**config.mk**
```make
export PLATFORM = sky130hd
export DESIGN_NAME = lenet_fc3_argmax
export DESIGN_NICKNAME = d
export VERILOG_FILES = /design/src/rtl/lenet_fc3_argmax.sv
export SDC_FILE = /design/constraint.sdc
export NUM_CORES = 1
export LEC_CHECK = 0
export ABC_AREA = 1
export CAP_MARGIN = 30
export CORE_MARGIN = 2
export CORE_UTILIZATION = 60
export DETAILED_ROUTE_END_ITERATION = 8
export HOLD_SLACK_MARGIN = 0.12
export PLACE_DENSITY = 0.92
export SLEW_MARGIN = 40
export SYNTH_ARGS = -nofsm -noshare
export SYNTH_HDL_FRONTEND = slang
export SYNTH_SLANG_ARGS = --single-unit
```
**constraint.sdc**
```tcl
create_clock -name clk -period 7.9 [get_ports clk]
set_input_delay 1.58 -clock clk [delete_from_list [all_inputs] [get_ports clk]]
set_output_delay 1.58 -clock clk [all_outputs]
set_load 0.005 [all_outputs]
```
**src/rtl/lenet_fc3_argmax.sv**
```systemverilog
// lenet_fc3_argmax: final LeNet fully-connected layer (84 -> 10) plus argmax.
// One 8x8 signed MAC per cycle. Each of the ten neurons takes 87 cycles:
// a bias fetch, a bias load, 84 MAC cycles and a compare.
// Optional build macro: FC3_SCORE_READBACK_EN adds a readable logit register file.
module lenet_fc3_argmax (
  input  logic               clk,
  input  logic               rst,
  input  logic               start,
  output logic               busy,
  output logic               done,
  output logic [6:0]         in_addr,
  input  logic signed [7:0]  in_data,
  output logic [9:0]         w_addr,
  input  logic signed [7:0]  w_data,
  output logic [3:0]         b_addr,
  input  logic signed [31:0] b_data,
  output logic [3:0]         digit,
  output logic               digit_valid,
  output logic signed [31:0] max_score
`ifdef FC3_SCORE_READBACK_EN
  ,
  input  logic [3:0]         score_rd_addr,
  output logic [31:0]        score_rd_data
`endif
);

  typedef enum logic [2:0] {
    S_IDLE      = 3'd0,
    S_LOAD_BIAS = 3'd1,
    S_BIAS_WAIT = 3'd2,
    S_MAC       = 3'd3,
    S_COMPARE   = 3'd4,
    S_DONE      = 3'd5
  } state_t;

  // Sign-extend a 16-bit product into the 32-bit accumulator domain.
  function automatic logic signed [31:0] sext16(input logic signed [15:0] v);
    return {{16{v[15]}}, v};
  endfunction

  state_t             state_q, state_d;
  logic [3:0]         n_q, n_d;          // neuron index
  logic [6:0]         j_q, j_d;          // input index within neuron
  logic [9:0]         w_base_q, w_base_d; // n*84, kept incrementally
  logic signed [31:0] acc_q, acc_d;
  logic signed [31:0] max_q, max_d;
  logic [3:0]         idx_q, idx_d;
  logic               busy_q, busy_d;
  logic               done_q, done_d;
  logic [3:0]         digit_q, digit_d;
  logic               valid_q, valid_d;
  logic signed [31:0] score_q, score_d;
  logic [6:0]         in_addr_q, in_addr_d;
  logic [9:0]         w_addr_q, w_addr_d;
  logic [3:0]         b_addr_q, b_addr_d;
  logic signed [15:0] prod_s;

  // Next-state and datapath updates for the sequencer.
  always_comb begin
    state_d   = state_q;
    n_d       = n_q;
    j_d       = j_q;
    w_base_d  = w_base_q;
    acc_d     = acc_q;
    max_d     = max_q;
    idx_d     = idx_q;
    busy_d    = busy_q;
    done_d    = 1'b0;
    digit_d   = digit_q;
    valid_d   = valid_q;
    score_d   = score_q;
    in_addr_d = in_addr_q;
    w_addr_d  = w_addr_q;
    b_addr_d  = b_addr_q;
    prod_s    = in_data * w_data;

    case (state_q)
      S_IDLE: begin
        if (start) begin
          state_d  = S_LOAD_BIAS;
          busy_d   = 1'b1;
          valid_d  = 1'b0;
          n_d      = 4'd0;
          w_base_d = 10'd0;
        end else begin
          state_d  = S_IDLE;
        end
      end
      S_LOAD_BIAS: begin
        b_addr_d = n_q;
        state_d  = S_BIAS_WAIT;
      end
      S_BIAS_WAIT: begin
        acc_d     = b_data;
        in_addr_d = 7'd0;
        w_addr_d  = w_base_q;
        j_d       = 7'd0;
        state_d   = S_MAC;
      end
      S_MAC: begin
        // Accumulator wraps modulo 2^32 by construction.
        acc_d = acc_q + sext16(prod_s);
        if (j_q == 7'd83) begin
          state_d = S_COMPARE;
        end else begin
          j_d       = j_q + 7'd1;
          in_addr_d = j_q + 7'd1;
          w_addr_d  = w_base_q + {3'b000, j_q} + 10'd1;
          state_d   = S_MAC;
        end
      end
      S_COMPARE: begin
        // Strict greater-than keeps the lowest index on ties.
        if ((n_q == 4'd0) || (acc_q > max_q)) begin
          max_d = acc_q;
          idx_d = n_q;
        end else begin
          max_d = max_q;
          idx_d = idx_q;
        end
        if (n_q == 4'd9) begin
          state_d = S_DONE;
        end else begin
          n_d      = n_q + 4'd1;
          w_base_d = w_base_q + 10'd84;
          state_d  = S_LOAD_BIAS;
        end
      end
      S_DONE: begin
        digit_d = idx_q;
        score_d = max_q;
        valid_d = 1'b1;
        done_d  = 1'b1;
        busy_d  = 1'b0;
        state_d = S_IDLE;
      end
      default: begin
        state_d = S_IDLE;
        busy_d  = 1'b0;
      end
    endcase
  end

  // State and datapath registers with synchronous reset.
  always_ff @(posedge clk) begin
    if (rst) begin
      state_q   <= S_IDLE;
      n_q       <= 4'd0;
      j_q       <= 7'd0;
      w_base_q  <= 10'd0;
      acc_q     <= 32'sd0;
      max_q     <= 32'sd0;
      idx_q     <= 4'd0;
      busy_q    <= 1'b0;
      done_q    <= 1'b0;
      digit_q   <= 4'd0;
      valid_q   <= 1'b0;
      score_q   <= 32'sd0;
      in_addr_q <= 7'd0;
      w_addr_q  <= 10'd0;
      b_addr_q  <= 4'd0;
    end else begin
      state_q   <= state_d;
      n_q       <= n_d;
      j_q       <= j_d;
      w_base_q  <= w_base_d;
      acc_q     <= acc_d;
      max_q     <= max_d;
      idx_q     <= idx_d;
      busy_q    <= busy_d;
      done_q    <= done_d;
      digit_q   <= digit_d;
      valid_q   <= valid_d;
      score_q   <= score_d;
      in_addr_q <= in_addr_d;
      w_addr_q  <= w_addr_d;
      b_addr_q  <= b_addr_d;
    end
  end

  assign busy        = busy_q;
  assign done        = done_q;
  assign in_addr     = in_addr_q;
  assign w_addr      = w_addr_q;
  assign b_addr      = b_addr_q;
  assign digit       = digit_q;
  assign digit_valid = valid_q;
  assign max_score   = score_q;

`ifdef FC3_SCORE_READBACK_EN
  logic signed [31:0] logit_q [0:9];
  logic               logit_we_s;

  assign logit_we_s = (state_q == S_COMPARE);

  // Capture each finished logit for readback; cleared on reset.
  always_ff @(posedge clk) begin
    if (rst) begin
      for (int k = 0; k < 10; k++) begin
        logit_q[k] <= 32'sd0;
      end
    end else if (logit_we_s) begin
      logit_q[n_q] <= acc_q;
    end else begin
      logit_q[n_q] <= logit_q[n_q];
    end
  end

  // Unpopulated addresses 10-15 read back as zero.
  always_comb begin
    if (score_rd_addr < 4'd10) begin
      score_rd_data = logit_q[score_rd_addr];
    end else begin
      score_rd_data = 32'd0;
    end
  end
`endif

endmodule

```
==> out/qor.txt, run 1 <==
outcome: complete, no violations
critical path capture point type: register
post-route cell area: 14500 µm²
CP Cell Sequence: clkdlybuf4s50_1, nand2_1, inv_1, fa_1, inv_1, fa_1, inv_1, buf_4, fa_1, fa_1, ha_1, ha_1, a21oi_1, o21ai_0, a21oi_1, nand3_1, or2_2, nand3_1, a21oi_1
row count: 52
Worst path max stage delay: 0.74 ns
Hold Path Class: reg -> reg
Layout Area Growth over Synthesis: 15.2%
DRT iter0 DRCs: 898
Die Span Y: 149 µm
Mapped Area: 12600 µm²
die area: 22100 µm²
CTS root buf: clkbuf_16
Yosys cell types: 44
Mapped Cells: 1627
first-pass GRT wire length: 56800 µm
Post-Route WL: 34400 µm
Antenna Violating Nets Remaining: 0
wl on met1: 13700 µm
Yosys reg bits: 143
ANT cells: 0
post-cts repair resize count: 0
Post-synth top cells: inv_1, nand2_1, a21oi_1
Slew Limit Fails: 0
hold_buf cts: 0
HPWL Detailed: 26000 µm
drt pass-1 iters: 6
initial antenna violation count: 0
IO Pins: 111
max-cap violations: 0
Setup TNS Final: 0 ns
Area contributors post-synth: dfxtp_1, fa_1, ha_1
GRT Total Usage: 0.324
count of buffers from port buffering: 110
EDFF count, synth: 0
vias per cell: 5.72
Clock transition at path regs: 0.06 ns
Fmax: 141 MHz
top routing layer used: met4
Initial Utilization: 0.615
GPL Wtd Cong: 1.04
CP most frequent cell: fa_1
Die W: 149 µm
core area: 20400 µm²
CP max-delay cell: fa_1
GR Overflow Total: 0
sequential-to-total area share from yosys stat: 0.228
required time worst endpoint: 8.18 ns
H-tree depth: 4
Startpoint Class: input pin
Crit Path Category: in -> reg
DRC viols: 0
met3 routed WL: 2310 µm
Mapped Avg Cell Area: 7.73 µm²
Tightest Pin Transition: 0.865 ns
relative slew slack: 0.422
fin crit share: 0.896
final core occ: 0.709
number of global-route vias before repair: 11.5k
# clock sinks: 143
Area after DPL: 13900 µm²
Async S/R FF share, synth: 0
share of layout cells above drive strength 1: 0.0419
worst skew pair latency: 0.43 ns
largest net degree at the start of global routing: 74
clock skew: 0.0101 ns
Syn Nets: 1928
CTS buffer count: 17
Ys Warns: 0
CTS tree: built
Worst Path Arrival: 7.36 ns
Final #Nets: 2008
minimum clock period: 7.08 ns
Synth area leader: dfxtp_1
Pleak: 6.72 nW
worst-path fanout max: 10
most frequent cell after synthesis: inv_1
post-CTS setup buffers: 0
deepest clock path buffer count: 2
Synth Flop Type: dfxtp_1
pwr/cell area: 367 nW/µm²
final hold viol count: 0
top-area cell type share of the netlist area: 0.228
vias: 11.4k
RSZ-0062 raised after global routing: no
drt wl/cell: 17.3 µm
# fillers: 1592
VDD IR max: 0.290 mV
Routed met2 length: 16900 µm
final-report setup violation count: 0
[layer usage]
| metal | global-route usage | vias to the layer above |
|---|---|---|
| met4 | 0.143 | 0 |
| met2 | 0.560 | 511 |
| met3 | 0.0456 | 101 |
| li1 | - | 5324 |
| met1 | 0.407 | 5454 |
| met5 | 0 | - |
[metrics by stage]
stage,power [mW],setup slack (ns),std cells,hold slack [ns]
floorplan,3.45,1.24,1627,0.440
global placement,4.32,0.623,1958,0.432
detailed placement,4.40,0.464,1958,0.437
CTS,5.25,0.861,1990,0.446
global route,5.88,0.380,1990,0.472
finish,5.31,0.822,1990,0.443
[area by class of cell]
type,count,area (µm²),share of cell area
repair buffers,122,1190,0.0822
inverters,318,1200,0.0828
flip-flops and latches,143,2860,0.198
well taps,270,338,0.0233
clock buffers,24,502,0.0346
clock inverters,8,104,0.00717
multi-input cells,1105,8290,0.572
[registers in the layout, indices dropped and copies added (netlist names)]
name and flops:
acc_q 32, max_q 32, max_score 32, w_addr 10, w_base_q 8, in_addr 7, b_addr 4, digit 4
idx_q 4, n_q 4, state_q 3, busy 1, digit_valid 1, done 1
[path summary, 6_finish.rpt]
check | end | cells after the start | slack, ns | from
worst max-delay path | acc_q[26] | 19 | 0.82 | w_data[2]
worst min-delay path | max_score[29] | 2 | 0.44 | max_score[29]
worst max register to register | acc_q[19] | 18 | 2.91 | acc_q[6]
worst min register to register | max_score[29] | 2 | 0.44 | max_score[29]
[logic make-up (layout without fill, tap and decap cells)]
| group | Yosys count | after routing | synth area share |
|---|---|---|---|
| buf+inv | 379 | 472 | 0.114 |
| flops | 143 | 143 | 0.228 |
| xor+xnor | 18 | 18 | 0.0125 |
| fa+ha+maj | 250 | 250 | 0.330 |
| compound gates | 333 | 333 | 0.143 |
| simple gates | 504 | 504 | 0.172 |
[layout by cell type (no fill, tap or decap), types with 3 or more instances in the layout]
cell type	instances
ha_1	114
nand3_1	86
o21ai_0	95
o21bai_1	3
inv_1	312
nand2_1	253
o21a_1	5
a21o_1	4
xnor2_1	6
clkbuf_8	5
clkinv_4	3
a22oi_1	24
xor2_1	12
clkbuf_16	17
clkdlybuf4s50_1	110
or2_2	10
fa_1	136
a21oi_1	182
o22ai_1	4
nor3_1	11
nor2_4	4
inv_2	3
nor2_1	112
nor3b_1	4
a31oi_1	4
buf_4	12
nand4_1	12
dfxtp_1	143
[worst max-delay path, delay by kind of cell]
| kind | cells | cell delay [ns] |
|---|---|---|
| and+or+nand+nor | 4 | 0.79 |
| buffers and inverters | 5 | 1.30 |
| adders and majority gates | 6 | 3.01 |
| AOI/OAI and AO/OA | 4 | 0.67 |
[where the power goes]
| group | leakage [nW] | switching, mW | total, mW | internal (mW) |
|---|---|---|---|---|
| Combinational | 5.26 | 2.32 | 3.65 | 1.32 |
| Clock | 0.296 | 0.319 | 0.827 | 0.508 |
| Sequential | 1.16 | 0.0718 | 0.838 | 0.766 |
(Power assumes the default switching activity.)
==> run 2, diff against run 1 <==
- CELL_PAD_IN_SITES_DETAIL_PLACEMENT: unset -> 1
- CELL_PAD_IN_SITES_GLOBAL_PLACEMENT: unset -> 2
- CORE_UTILIZATION: 60 -> 35
- PLACE_DENSITY: 0.92 -> 0.91
- SKIP_CTS_REPAIR_TIMING: unset -> 1
==> out/qor.txt, run 2 (synthesized netlist as in run 1, its figures left out) <==
outcome: complete, no violations
VDD IR max: 0.226 mV (-22%)
largest net degree at the start of global routing: 74 (unchanged)
worst skew pair latency: 0.43 ns (about the same)
Fmax: 141 MHz (about the same)
placed cells: 2151 (+9.9%)
die area: 37500 µm² (+69%)
Setup TNS Final: 0 ns (unchanged)
Worst Hold Endpoint: digit[2]
Slew Limit Fails: 0 (unchanged)
Antenna Violating Nets Remaining: 0 (unchanged)
commonest non-fill, non-tap cell in the layout: inv_1
first-pass GRT wire length: 65500 µm (+15%)
number of global-route vias before repair: 12.1k (+4.9%)
count of buffers from port buffering: 110 (unchanged)
Worst Hold Depth: 2 (unchanged)
worst r2r path cells: 19 (+1)
Layout Area Growth over Synthesis: 17.7%
max-cap violations: 0 (unchanged)
beginning of the critical path: w_data[2]
vias per cell: 5.08 (-11%)
clock skew: 0.0129 ns (+0.00286 ns)
Initial Utilization: 0.354 (-0.261)
critical path capture point type: register
pwr/cell area: 373 nW/µm² (+1.7%)
deepest clock path buffer count: 2 (unchanged)
drt wl/cell: 18.1 µm (+4.6%)
HPWL Detailed: 31200 µm (+20%)
routing usage on met3: 0.0371 (-0.00843)
Multi-input gate area: 8280 µm² (about the same)
GR Overflow Total: 0 (unchanged)
Final Non-Filler Cells: 2183 (+9.7%)
final hold viol count: 0 (unchanged)
CTS buffer count: 17 (unchanged)
Pleak: 6.75 nW (+0.51%)
vias: 11.1k (-2.6%)
final-report setup violation count: 0 (unchanged)
Reg-to-Reg Start: acc_q[6]
RSZ-0062 raised after global routing: no
GRT Total Usage: 0.219 (-0.105)
Hold Path Class: reg -> reg
CTS tree: built
Die Span Y: 194 µm (+30%)
Post-Route WL: 39400 µm (+15%)
total chip power: 5.52 mW (+4.0%)
DRC viols: 0 (unchanged)
GPL Wtd Cong: 0.964 (-7.0%)
H-tree depth: 4 (unchanged)
grt met2 use: 0.390 (-0.170)
CTS root buf: clkbuf_16
required time worst endpoint: 8.18 ns (about the same)
fin crit share: 0.897 (about the same)
IO Pins: 111 (unchanged)
minimum clock period: 7.08 ns (+0.00547 ns)
# fillers: 4293 (+170%)
row count: 69 (+33%)
relative slew slack: 0.433 (+0.0110)
ANT cells: 0 (unchanged)
M1 GR Usage: 0.274 (-0.133)
Crit Path Category: in -> reg
FF-to-FF setup slack: 2.73 ns (-0.18 ns)
Sequential Area: 2860 µm² (unchanged)
Worst Path Arrival: 7.37 ns (about the same)
busiest grt layer: met2
share of layout cells above drive strength 1: 0.0441 (+0.00227)
worst hold start: digit[2]
DRT iter0 DRCs: 504 (-44%)
initial antenna violation count: 0 (unchanged)
# clock sinks: 143 (unchanged)
FF-to-FF End: acc_q[20]
hold_ws: 0.446 ns (+0.00371 ns)
worst-path fanout max: 13 (+3)
drt pass-1 iters: 7 (+1)
Final #Nets: 2010 (+0.10%)
Die W: 194 µm (+30%)
most frequent cells in the layout: inv_1, nand2_1, a21oi_1, dfxtp_1, fa_1
Startpoint Class: input pin
Clock transition at path regs: 0.06 ns (about the same)
core area: 35500 µm² (+74%)
Tightest Pin Transition: 0.841 ns (-0.0233 ns)
[run 2: changes by cell type in the layout (fill, tap and decap cells not counted), sizes merged]
cell / before / now
clkbuf: 24 / 20
buf: 12 / 15
inv: 317 / 320
bufinv: 2 / 4
clkinv: 6 / 4
clkdlybuf4s50: 110 / 109
clkinvlp: 1 / 2
[run 2: layer usage]
metal  routed length, µm  vias to the layer above
met5                   0                        -
met3                1550                       44
li1                    -                     5330
met1               17300                     5508
met2               19700                      216
met4                 909                        0
[run 2: cell type report]
type	instances	area share
multi-input combinational	1105	0.559
tap	461	0.0390
clock buffer	20	0.0309
inverter	318	0.0810
sequential	143	0.193
timing repair buffer	124	0.0842
clock inverter	12	0.0122
[run 2: worst max path at each step]
stage / endpoint / depth (start not counted)
finish: acc_q[21] / 20
global route: acc_q[21] / 20
CTS: acc_q[21] / 20
detailed placement: acc_q[21] / 20
global placement: acc_q[20] / 18
floorplan: acc_q[21] / 19
[run 2: stage by stage]
| stage | util | setup WS, ns | instance area [µm²] |
|---|---|---|---|
| 6_report | 0.417 | 0.817 | 14800 |
| 5_1_grt | 0.417 | 0.384 | 14800 |
| 4_1_cts | 0.417 | 0.885 | 14800 |
| 3_5_place_dp | 0.399 | 0.469 | 14200 |
| 3_3_place_gp | 0.398 | 0.554 | 14100 |
| 2_1_floorplan | - | 1.24 | 12600 |
[run 2: where the power goes]
group / switching (mW) / internal, mW / total (mW)
logic: 2.45 / 1.34 / 3.80
registers: 0.0725 / 0.765 / 0.838
clock network: 0.343 / 0.548 / 0.891
[run 2: critical path: stages]
cell             delay, ns
clkdlybuf4s50_1       0.56
nand2_1               0.23
inv_1                 0.08
fa_1                  0.54
inv_1                 0.15
fa_1                  0.74
inv_1                 0.08
buf_4                 0.24
fa_1                  0.53
fa_1                  0.49
ha_1                  0.31
ha_1                  0.35
a21oi_1               0.19
a21boi_0              0.25
o21ai_0               0.24
a21oi_1               0.20
o21ai_0               0.16
or2_2                 0.30
nand3_1               0.07
a21oi_1               0.06
